===== config.mk =====
export PLATFORM = sky130hd
export DESIGN_NAME = ls_sequencer
export DESIGN_NICKNAME = d
export VERILOG_FILES = /design/src/rtl/ls_sequencer.sv
export SDC_FILE = /design/constraint.sdc
export NUM_CORES = 1
export LEC_CHECK = 0
export CAP_MARGIN = 5
export CORE_MARGIN = 1.5
export CORE_UTILIZATION = 58
export CTS_CLUSTER_DIAMETER = 60
export CTS_CLUSTER_SIZE = 8
export DETAILED_ROUTE_END_ITERATION = 6
export DONT_BUFFER_PORTS = 1
export PLACE_DENSITY = 0.74
export SYNTH_ARGS = -nofsm -noshare
export SYNTH_HDL_FRONTEND = slang
export SYNTH_SLANG_ARGS = --single-unit

===== constraint.sdc =====
create_clock -name Clk -period 4.8 [get_ports Clk]
set_input_delay 0.48 -clock Clk [delete_from_list [all_inputs] [get_ports Clk]]
set_output_delay 0.48 -clock Clk [all_outputs]
set_load 0.02 [all_outputs]

===== src/rtl/ls_sequencer.sv =====
// Multi-cycle load/store sequencer for the SPARC datapath.
// It steps one memory instruction through MAR/MDR/RAM/regfile strobes, using an MFC handshake with a bounded wait.
module ls_sequencer #(
    parameter int unsigned MFC_TIMEOUT = 15,
    parameter logic [2:0]  TT_ALIGN    = 3'b010,
    parameter logic [2:0]  TT_BUS      = 3'b011
) (
    input  logic       Clk,
    input  logic       RESET,
    input  logic       start,
    input  logic [5:0] op3,
    input  logic [4:0] rd,
    input  logic [2:0] addr_lo,
    input  logic       MFC,
    output logic       MAR_Enable,
    output logic       MDR_Enable,
    output logic       MDR_Mux_select,
    output logic       RAM_enable,
    output logic [5:0] RAM_OpCode,
    output logic       register_file,
    output logic [4:0] in_PC,
    output logic [4:0] in_PA,
    output logic [2:0] ALUB_Mux_select,
    output logic       TEMP_Enable,
    output logic       addr_plus4,
    output logic       busy,
    output logic       done,
    output logic       trap_req,
    output logic [2:0] tt
);

    localparam logic [5:0] OP_LD   = 6'b000000;
    localparam logic [5:0] OP_LDUB = 6'b000001;
    localparam logic [5:0] OP_LDUH = 6'b000010;
    localparam logic [5:0] OP_LDD  = 6'b000011;
    localparam logic [5:0] OP_ST   = 6'b000100;
    localparam logic [5:0] OP_STB  = 6'b000101;
    localparam logic [5:0] OP_STH  = 6'b000110;
    localparam logic [5:0] OP_STD  = 6'b000111;
    localparam logic [5:0] OP_LDSB = 6'b001001;
    localparam logic [5:0] OP_LDSH = 6'b001010;
    localparam logic [5:0] OP_SWAP = 6'b001111;
    localparam logic [7:0] CNT_LAST = 8'(MFC_TIMEOUT - 1);

    typedef enum logic [3:0] {
        S_IDLE, S_CHK, S_ADDR, S_REQ, S_LATCH, S_TEMP,
        S_SDATA, S_SREQ, S_WB, S_DONE, S_TRAP
    } state_t;

    state_t     state_q, state_d;
    logic [5:0] op3_q, op3_d;
    logic [4:0] rd_q, rd_d;
    logic [2:0] addr_q, addr_d;
    logic       half_q, half_d;
    logic [7:0] cnt_q, cnt_d;
    logic [2:0] tt_q, tt_d;

    logic is_ldd, is_std, is_swap, is_store;
    logic legal, aligned;
    logic [4:0] rd_half;

    assign is_ldd   = (op3_q == OP_LDD);
    assign is_std   = (op3_q == OP_STD);
    assign is_swap  = (op3_q == OP_SWAP);
    assign is_store = (op3_q == OP_ST) || (op3_q == OP_STB) ||
                      (op3_q == OP_STH) || (op3_q == OP_STD);
    assign rd_half  = rd_q | {4'b0000, half_q};

    always_comb begin
        legal   = 1'b1;
        aligned = 1'b1;
        case (op3_q)
            OP_LDUB, OP_LDSB, OP_STB: aligned = 1'b1;
            OP_LDUH, OP_LDSH, OP_STH: aligned = ~addr_q[0];
            OP_LD, OP_ST, OP_SWAP:    aligned = (addr_q[1:0] == 2'b00);
            OP_LDD, OP_STD:           aligned = (addr_q == 3'b000) && !rd_q[0];
            default:                  legal   = 1'b0;
        endcase
    end

    always_ff @(posedge Clk or negedge RESET) begin
        if (!RESET) begin
            state_q <= S_IDLE;
            op3_q   <= '0;
            rd_q    <= '0;
            addr_q  <= '0;
            half_q  <= 1'b0;
            cnt_q   <= '0;
            tt_q    <= '0;
        end else begin
            state_q <= state_d;
            op3_q   <= op3_d;
            rd_q    <= rd_d;
            addr_q  <= addr_d;
            half_q  <= half_d;
            cnt_q   <= cnt_d;
            tt_q    <= tt_d;
        end
    end

    always_comb begin
        state_d = state_q;
        op3_d   = op3_q;
        rd_d    = rd_q;
        addr_d  = addr_q;
        half_d  = half_q;
        cnt_d   = cnt_q;
        tt_d    = tt_q;
        case (state_q)
            S_IDLE: begin
                if (start) begin
                    op3_d   = op3;
                    rd_d    = rd;
                    addr_d  = addr_lo;
                    half_d  = 1'b0;
                    state_d = S_CHK;
                end
            end
            S_CHK: begin
                if (!legal || !aligned) begin
                    tt_d    = TT_ALIGN;
                    state_d = S_TRAP;
                end else begin
                    state_d = S_ADDR;
                end
            end
            S_ADDR:  state_d = is_store ? S_SDATA : S_REQ;
            S_REQ: begin
                if (MFC) begin
                    state_d = is_swap ? S_TEMP : S_LATCH;
                end else if (cnt_q == CNT_LAST) begin
                    tt_d    = TT_BUS;
                    state_d = S_TRAP;
                end else begin
                    cnt_d = cnt_q + 8'd1;
                end
            end
            S_LATCH: state_d = S_WB;
            S_TEMP:  state_d = S_SDATA;
            S_SDATA: state_d = S_SREQ;
            S_SREQ: begin
                if (MFC) begin
                    if (is_swap) begin
                        state_d = S_WB;
                    end else if (is_std && !half_q) begin
                        half_d  = 1'b1;
                        state_d = S_ADDR;
                    end else begin
                        state_d = S_DONE;
                    end
                end else if (cnt_q == CNT_LAST) begin
                    tt_d    = TT_BUS;
                    state_d = S_TRAP;
                end else begin
                    cnt_d = cnt_q + 8'd1;
                end
            end
            S_WB: begin
                if (is_ldd && !half_q) begin
                    half_d  = 1'b1;
                    state_d = S_ADDR;
                end else begin
                    state_d = S_DONE;
                end
            end
            S_DONE:  state_d = S_IDLE;
            S_TRAP:  state_d = S_IDLE;
            default: state_d = S_IDLE;
        endcase
        // The wait counter restarts on every fresh entry into a request state
        if ((state_d == S_REQ || state_d == S_SREQ) && state_d != state_q) begin
            cnt_d = '0;
        end
    end

    always_comb begin
        MAR_Enable      = 1'b0;
        MDR_Enable      = 1'b0;
        MDR_Mux_select  = 1'b0;
        RAM_enable      = 1'b0;
        RAM_OpCode      = '0;
        register_file   = 1'b0;
        in_PC           = '0;
        in_PA           = '0;
        ALUB_Mux_select = 3'b000;
        TEMP_Enable     = 1'b0;
        addr_plus4      = 1'b0;
        done            = 1'b0;
        trap_req        = 1'b0;
        case (state_q)
            S_ADDR: begin
                MAR_Enable = 1'b1;
                addr_plus4 = half_q;
            end
            S_REQ: begin
                RAM_enable     = 1'b1;
                MDR_Mux_select = 1'b1;
                RAM_OpCode     = (is_ldd || is_swap) ? OP_LD : op3_q;
            end
            S_LATCH: begin
                MDR_Enable     = 1'b1;
                MDR_Mux_select = 1'b1;
            end
            S_TEMP: begin
                MDR_Enable     = 1'b1;
                MDR_Mux_select = 1'b1;
                TEMP_Enable    = 1'b1;
            end
            S_SDATA: begin
                MDR_Enable = 1'b1;
                in_PA      = rd_half;
            end
            S_SREQ: begin
                RAM_enable = 1'b1;
                RAM_OpCode = (is_std || is_swap) ? OP_ST : op3_q;
            end
            S_WB: begin
                register_file   = 1'b1;
                in_PC           = rd_half;
                ALUB_Mux_select = is_swap ? 3'b100 : 3'b010;
            end
            S_DONE:  done     = 1'b1;
            S_TRAP:  trap_req = 1'b1;
            default: ;
        endcase
    end

    assign busy = (state_q != S_IDLE);
    assign tt   = tt_q;

endmodule


; ---- After elaboration in Yosys (flattened, before gate mapping)
; Cells that the tools add are included.
[op_classes]
mux = 43
bitwise = 2
reduce_logical = 34
addsub = 1
n_eq_ne = 34
[ops]
columns = op, count
row1 = case mux 4 bit (9 select lines), 1
row2 = 2-to-1 mux 4 bit, 8
row3 = 2-to-1 mux 8 bit, 4
row4 = "== test 6 x 3 -> 1 bit, second input constant", 4
row5 = "== test 4 x 3 -> 1 bit, second input constant", 5
row6 = "== test 6 x 4 -> 1 bit, second input constant", 3
row7 = 2-to-1 mux 3 bit, 6
row8 = 2-to-1 mux 1 bit, 16
row9 = "!= test 2 bit, second input constant", 7
row10 = "== test 4 x 2 -> 1 bit, second input constant", 3
row11 = "== test 4 bit, second input constant", 3
row12 = "== test 6 x 2 -> 1 bit, second input constant", 2
row13 = 2-to-1 mux 6 bit, 2
row14 = case mux 6 bit (2 select lines), 1
row15 = OR reduction 3 bit, 4
row16 = OR reduction 11 bit, 1
row17 = 2-to-1 mux 5 bit, 2
row18 = "adder 8 x 1 -> 8 bit, second input constant", 1
row19 = "== test 8 x 4 -> 1 bit, second input constant", 1
row20 = logical OR 1 bit, 7
row21 = "== test 6 x 1 -> 1 bit, second input constant", 1
row22 = zero test 6 bit, 1
row23 = "!= test 2 x 1 -> 1 bit, second input constant", 3
row24 = case mux 1 bit (3 select lines), 2
row25 = other kinds (18), 26
[word_totals]
register_bits = 30
input_bits = 18
word_cells = 121
out_inout_bits = 32

; ---- Logic depth before layout (Yosys ltp)
; Gate-level depths: netlist of the first run.
[depth]
ltp_word = 12
mapped_depth = 8

; ---- Worst setup path after synthesis of the first run
; No wires, ideal clock.
[synth_path]
path_kind = register to output
start = register state_q[1]
end = output port ALUB_Mux_select[1]
slack_ns = 2.895
required_ns = 4.320
path_stages_with_launch = 6
arrival_time_ns = 1.425
path_buffers = 1
cell_sequence = dfrtp_1 > buf_2 > nor2_2 > nand3_1 > inv_1 > and2_1
[synth_via]
elab_chain_len = 2
[synth_lines]
columns = element, line_no
row1 = start: declaration, 50  ; state_t state_q, state_d;
row2 = start signal: assignment, 91  ; state_q <= state_d;
row3 = == test 4 bit, 190  ; case (state_q)
row4 = 2-to-1 mux 3 bit, 190
row5 = end: declaration, 23  ; output logic [2:0] ALUB_Mux_select,
; No other way between the ends.

; ---- Final worst setup path of the first run
; Ends and elaborated chain as after synthesis.

==> out/metrics.yaml, run 1 <==
status: "finished clean"
synthTopCellsByArea: "dfrtp_1 39%, mux2_2 9.2%, nor2_1 5.9%"
required_ps: 4320
critPathMaxFanout: 11
reg2reg_from: "state_q[3]"
first_pass_iters: 4
postLayoutCellArea_mm2: 0.001908
synth_cell_types: 55
nNetsFinal: 211
tritoncts: "done"
clock_sinks: 29
worst-r2r-cell-count: 6
antenna_found_initial: 0
gp_congestion: 0.8871
postRouteAntennaNets: 0
tightestPinTransition_ps: 1011
postSynth.asyncResetShare_pct: 100.0
endpoint_kind: "primary output"
via_per_inst: 5.949
io_pins: 50
p_leak_uw: 0.0008197
cts_buffers: 5
synthTopCellsByCount: "29 x dfrtp_1, 29 x nor2_1, 15 x mux2_2"
r2r_end: "cnt_q[6]"
ctsResizeCount: 0
clockBufferDepth: 2
wl_per_cell_um: 15.33
ys_warn_count: 0
min_to: "op3_q[5]"
drt-total-wl_mm: 3.617
start_kind: "flop"
hpwl_mm: 2.697
core_area_mm2: 0.003028
power_density_mw_per_mm2: 610.1
layout-drive-gt1-share_pct: 19.79
synth_area_mm2: 0.001841
period_share_pct: 50.75
grt_pass1_wl_mm: 5.940
num_vias: 1404
maxSlewViolCount: 0
dpl-instance-area_mm2: 0.001808
r2r_setup_slack_ps: 2720
holdPathStages: 1
ys_seq_area_share_pct: 39.43
overflow: 0
final.min_clock_period_ps: 2436
pre_cts_ws_ps: 2709
finalSetupViolations: 0
multiInputGateArea_um2: 997.2
clkTransAtPathRegs_ps: 90
dieWidth_um: 59.33
io_buffers: 0
die_h_um: 59.33
die_area_mm2: 0.003520
clock.fmax_ghz: 0.4105
grt_pass1_vias: 1271
avgSynthCellArea_um2: 9.536
finalHoldViolCount: 0
critical_path_class: "reg2out"
drc: 0
slew_headroom_pct: 31.96
yosysTopAreaCell: "dfrtp_1"
syn_to_final_growth_pct: 3.671
grt_start_max_net_pins: 30
layout_setup_ws_ps: 2364
ff_latch_area_um2: 725.7
rows: 20
synth_edf_count: 0
track_usage_pct: 22.50
cap_violations: 0
vdd_drop_max_mv: 0.3255
cp.arrival_ps: 1960
fill_cells: 249
yosys.area.top_type_share_pct: 39.43
ys_ff_latch: 29
synth_ff_type: "dfrtp_1"
rsz0062_at_grt: "false"
setup-tns-final_ps: 0
min_from: "op3[5]"
initial_utilization_pct: 60.79
cts-root-buf: "clkbuf_4"
drtIter0Drc: 51
hold_path_class: "in2reg"
clkLatencyLatePin_ps: 320
h-tree-depth: 2
num_antenna_cells: 0
fin_skew_ps: 3.988
syn_inst: 193
## critical path: stages, from the launching register on
cell and delay, ps:
dfrtp_1 520, nor2_2 260, nand3_1 190, inv_1 340
and2_1 310
## power breakdown
| part | total, µW | leakage (µW) | switching (µW) | internal [µW] |
|---|---|---|---|---|
| logic | 522 | 0.000415 | 304 | 218 |
| registers | 475 | 0.000364 | 141 | 334 |
| clock network | 167 | 0.0000413 | 82.3 | 84.8 |
## flip-flops by register name, indices dropped and copies added, names as in the netlist
signal	count
state_q	4
rd_q	5
tt	2
addr_q	3
half_q	1
op3_q	6
cnt_q	8
## stage by stage
stage | util, % | hold WS, ps | power (µW) | std cells
final | 63.02 | 297.8 | 1164 | 236
after global routing | 63.02 | 281.6 | 1257 | 236
after CTS | 63.02 | 291.2 | 1171 | 236
after detailed placement | 59.71 | 185.2 | 992.8 | 226
after global placement | 59.71 | 185.4 | 974.3 | 226
after floorplan | - | 184.4 | 934.7 | 194
## layer usage
layer  wire length [µm]  track usage (%)  part of all wire, %
met2               1662            32.97                   46
met1               1617            30.73                   45
met4                 72            10.39                  2.0
met3                265            6.332                  7.3
met5                  0                0                    0
## cell families (layout without fill, tap and decap cells)
logic type      after synthesis  in the layout  synth area share, %
flops                        29             29                39.43
xor+xnor                      7              7                3.331
fa+ha+maj                     2              2                1.359
buf+inv                      20             18                6.594
simple gates                 85             85                25.97
other cells                   1              2               0.2037
compound gates               34             34                13.94
mux                          15             15                9.177
## what timing repair did
item                                   4_1_cts  5_1_grt
hold buffers                                 2        0
endpoints found under the hold margin       29        0
buffers inserted                             0        0
## worst max path at each step
stage	startpoint	slack [ps]	endpoint
finish	state_q[1]	2360	ALUB_Mux_select[1]
global route	state_q[1]	2180	in_PC[2]
CTS	state_q[1]	2340	ALUB_Mux_select[1]
detailed placement	state_q[1]	2710	ALUB_Mux_select[1]
global placement	state_q[1]	2760	ALUB_Mux_select[1]
floorplan	state_q[1]	2900	ALUB_Mux_select[1]
## placed cells by master (no fill, tap or decap), types with 2 or more instances in the layout
master and n:
o22ai_1 2, clkbuf_4 5, inv_2 2, nand2_1 8, xnor2_1 2, nand4_1 3
dfrtp_1 29, inv_1 6, a211oi_1 3, conb_1 2, nor3_1 6, ha_1 2
o32ai_1 2, mux2_2 15, and2_1 13, clkbuf_8 2, nand2b_1 4, a21oi_1 8
o21ai_0 3, nor2_1 29, xor2_1 5, nand3_1 7
## layout make-up
type                    instances  area share (%)
flip-flops and latches         29           38.03
clock inverters                 1          0.2623
well taps                      44           2.885
clock buffers                   7           3.410
inverters                       8           1.574
repair buffers                  2           1.574
multi-input cells             145           52.26
Power figures use the tool's default switching activity.
==> run 2: changes to the inputs <==
- clock period: 4.8 -> 2.5 ns (I/O delays scaled with it)
==> out/metrics.yaml, run 2 (same netlist as run 1, synthesis figures left out) <==
status: "finished clean"
final_cell_mix: "29 x nor2_1, 29 x dfrtp_1, 15 x mux2_2, 13 x and2_1"
nNetsFinal: 214
grt-busiest-layer: "met2"
clkTransAtPathRegs_ps: 100
tightestPinTransition_ps: 813.7
regMostFlops: "cnt_q"
required_ps: 2250
worst_path_dominant_cell_family: "simple AND/OR/NAND/NOR gates"
io_pins: 50
num_vias: 1421
p_leak_uw: 0.0008499
setup-tns-final_ps: 0
h-tree-depth: 2
clkLatencyLatePin_ps: 330
switching_power_uw: 1061
hold_path_class: "in2reg"
initial_utilization_pct: 60.79
drt-total-wl_mm: 3.976
grt_pass1_wl_mm: 6.479
critical_path.cell_chain: "nor2_2, nand3_1, inv_1, and2_1"
cts-root-buf: "clkbuf_4"
p_total_uw: 2437
use_met2_pct: 38.46
gp_congestion: 0.8825
p_comb_share_pct: 42.5
rows: 20
postCtsSetupBuffers: 0
p_int_uw: 1376
met1_usage_pct: 32.45
fin_skew_ps: 9.078
finalHoldViolCount: 0
io_buffers: 0
tritoncts: "done"
grt_start_max_net_pins: 30
clock_sinks: 29
dieWidth_um: 59.33
slew_headroom_pct: 45.65
ctsResizeCount: 0
antenna_found_initial: 0
cap_violations: 0
rsz0062_at_grt: "false"
core_area_mm2: 0.003028
clockBufferDepth: 2
overflow: 0
p_seq_share_pct: 37.6
start_kind: "flop"
finalSetupViolations: 0
layout-drive-gt1-share_pct: 21.03
grt_pass1_vias: 1381
vdd_drop_max_mv: 0.7375
clock.fmax_ghz: 0.4340
num_antenna_cells: 0
die_area_mm2: 0.003520
fill_cells: 259
multiInputGateArea_um2: 997.2
period_share_pct: 92.17
postLayoutCoreUtil_pct: 64.83
power_frac_clock_pct: 19.9
cts_buffers: 5
cp_slowest_cell: "dfrtp_1"
drc: 0
drtIter0Drc: 118
final.min_clock_period_ps: 2304
die_h_um: 59.33
hpwl_mm: 2.900
postRouteAntennaNets: 0
power_density_mw_per_mm2: 1242
top_regs: "cnt_q: 8 flops, op3_q: 6 flops, rd_q: 5 flops"
track_usage_pct: 24.33
wl_per_cell_um: 16.64
via_per_inst: 5.946
largest_reg_flops: 8
r2r_setup_slack_ps: 420
grt_use_met3_pct: 7.642
ff_latch_area_um2: 725.7
critical_path_class: "reg2out"
slowest_delay_ps: 530
cp.arrival_ps: 2050
maxSlewViolCount: 0
dpl-instance-area_mm2: 0.001831
switching_share_pct: 43.54
critPathBufInv: 1
critPathMaxFanout: 11
postLayoutCellArea_mm2: 0.001963
endpoint_kind: "primary output"
hold_ws_ps: 64.46
first_pass_iters: 4
syn_to_final_growth_pct: 6.662
## run 2: cell types whose count changed in the layout (fill, tap and decap cells not counted)
cell       change
bufinv_16      +2
buf_4          +3
clkbuf_8       -2
## run 2: power groups by stage
stage | Clock [µW] | Combinational [µW] | Sequential, µW
after floorplan | 0 | 1030 | 766
after global placement | 0 | 978 | 904
after detailed placement | 0 | 1010 | 922
after CTS | 495 | 1030 | 912
after global routing | 511 | 1130 | 953
final | 485 | 1040 | 917
## run 2: worst register-to-register path, cell delays in order (launching register included)
cell and delay (ps):
dfrtp_1 560, nand3b_2 380, inv_2 210, o211a_1 420
nand4_1 170, xor2_1 150, nor2_1 50
## run 2: layer usage
| layer | vias up | part of all wire (%) |
|---|---|---|
| met3 | 2 | 7.3 |
| met1 | 685 | 44 |
| met5 | - | 0 |
| li1 | 675 | - |
| met4 | 0 | 0.58 |
| met2 | 59 | 48 |
## run 2: stage by stage
stage / cells / setup slack (ps)
after detailed placement: 229 / 445.8
after global routing: 239 / 85.99
after floorplan: 194 / 825.3
after global placement: 229 / 510.5
final: 239 / 195.9
after CTS: 239 / 210.4
## run 2: what timing repair did
action,in CTS,in global routing
hold buffers,2,0
endpoints found under the setup margin,0,0
hold endpoints to repair,29,0
## run 2: cell type report
type / instances / share of cell area (%)
multi-input cells: 145 / 50.80
inverters: 8 / 1.530
well taps: 44 / 2.804
flip-flops and latches: 29 / 36.97
repair buffers: 5 / 2.677
clock inverters: 3 / 3.314
clock buffers: 5 / 1.912
## run 2: path summary, 6_finish.rpt
check	from	to	cells after the start
max in group asynchronous	RESET	cnt_q[3]	2
max reg2reg	state_q[3]	cnt_q[6]	6
min	op3[4]	op3_q[4]	1
min in group asynchronous	RESET	state_q[2]	2
max	state_q[1]	ALUB_Mux_select[1]	4
min reg2reg	addr_q[1]	addr_q[1]	1
==> run 3: changes to the inputs <==
- CTS_BUF_LIST: not set -> sky130_fd_sc_hd__clkbuf_8
==> out/metrics.yaml, run 3 (same netlist as run 1, synthesis figures left out) <==
die_area_mm2: 0.003520
tightestPinTransition_ps: 823.1
required_ps: 2250
worst-r2r-cell-count: 6
overflow: 0
dr_wl_met3_um: 280
initial_utilization_pct: 60.79
top_layer_used: "met4"
final_cell_mix: "29 x nor2_1, 29 x dfrtp_1, 15 x mux2_2, 13 x and2_1"
hold_ws_ps: 111.1
postLayoutCoreUtil_pct: 65.87
largest_reg_flops: 8
io_pins: 50
h-tree-depth: 2
start_kind: "flop"
clkTransAtPathRegs_ps: 70
cts-root-buf: "clkbuf_8"
antenna_found_initial: 0
gp_congestion: 0.8825
via_per_inst: 6.054
critical_path_class: "reg2out"
grt_pass1_vias: 1429
die_h_um: 59.33
switching_share_pct: 42.43
wl_met2_mm: 2.000
num_vias: 1447
setup-tns-final_ps: 0
pre_cts_ws_ps: 445.8
cp.arrival_ps: 1990
p_comb_share_pct: 40.9
rows: 20
top_regs: "cnt_q: 8 flops, op3_q: 6 flops, rd_q: 5 flops"
grt_pass1_wl_mm: 6.610
period_share_pct: 89.72
wl_per_cell_um: 17.18
final.min_clock_period_ps: 2243
finalHoldViolCount: 0
wl_met1_mm: 1.774
layout-drive-gt1-share_pct: 21.03
hold_path_class: "in2reg"
fill_cells: 253
status: "finished clean"
layout_setup_ws_ps: 257.1
num_antenna_cells: 0
clock_sinks: 29
endpoint_kind: "primary output"
track_usage_pct: 25.15
layoutNonFillerInstCount: 239
hpwl_mm: 2.900
syn_to_final_growth_pct: 8.362
p_leak_uw: 0.0008629
finalSetupViolations: 0
drc: 0
tritoncts: "done"
io_buffers: 0
slew_headroom_pct: 45.03
critPathMaxFanout: 11
cts_buffers: 5
switching_power_uw: 1079
fin_skew_ps: 7.729
clockBufferDepth: 2
core_area_mm2: 0.003028
clock.fmax_ghz: 0.4458
power_density_mw_per_mm2: 1275
maxSlewViolCount: 0
vdd_drop_max_mv: 0.8562
grt_start_max_net_pins: 30
cap_violations: 0
dieWidth_um: 59.33
nNetsFinal: 214
rsz0062_at_grt: "false"
p_seq_share_pct: 36.1
postRouteAntennaNets: 0
drtIter0Drc: 101
postCtsSetupBuffers: 0
regMostFlops: "cnt_q"
holdPathStages: 1
placedCellCount: 229
p_int_uw: 1464
first_pass_iters: 4
clkLatencyLatePin_ps: 290
power_frac_clock_pct: 23.0
drt-total-wl_mm: 4.105
run 3: repair_timing:
action | in CTS | in global routing
resized for setup | 0 | 0
hold buffers | 2 | 0
endpoints found under the hold margin | 29 | 0
run 3: metal layers:
metal  vias to the layer above  global-route usage, %
met4                         0                  9.091
met5                         -                      0
met3                         5                  8.952
li1                        677                      -
met1                       703                  32.45
met2                        62                  38.78
run 3: path summary, 6_finish.rpt:
check,start,endpoint,slack [ps]
worst max-delay path,state_q[1],ALUB_Mux_select[1],260
worst min-delay path,op3[4],op3_q[4],110
worst max register to register,state_q[3],cnt_q[6],420
worst min register to register,addr_q[1],addr_q[1],510
max in group asynchronous,RESET,rd_q[3],1910
min in group asynchronous,RESET,state_q[0],420
run 3: worst max-delay path, stage by stage (launching register included):
cell	delay, ps
dfrtp_1	510
nor2_2	290
nand3_1	220
inv_1	370
and2_1	320
run 3: final cells by class:
type	instances	area, µm²	share of cell area, %
clock buffers	5	68.82	3.450
clock inverters	3	65.06	3.262
inverters	8	30.03	1.506
multi-input cells	145	997.2	50.00
flip-flops and latches	29	725.7	36.39
well taps	44	55.05	2.760
repair buffers	5	52.55	2.635
run 3: per-stage QoR:
stage | total power [µW] | cell area [µm²]
6_report | 2543 | 1994
3_5_place_dp | 1930 | 1831
2_1_floorplan | 1795 | 1844
5_1_grt | 2692 | 1994
4_1_cts | 2540 | 1994
3_3_place_gp | 1882 | 1831
run 3: power groups by stage:
stage	Clock, µW	Sequential [µW]	Combinational (µW)
finish	585	918	1040
global route	608	955	1130
CTS	592	913	1030
detailed placement	0	922	1010
global placement	0	904	978
floorplan	0	766	1030
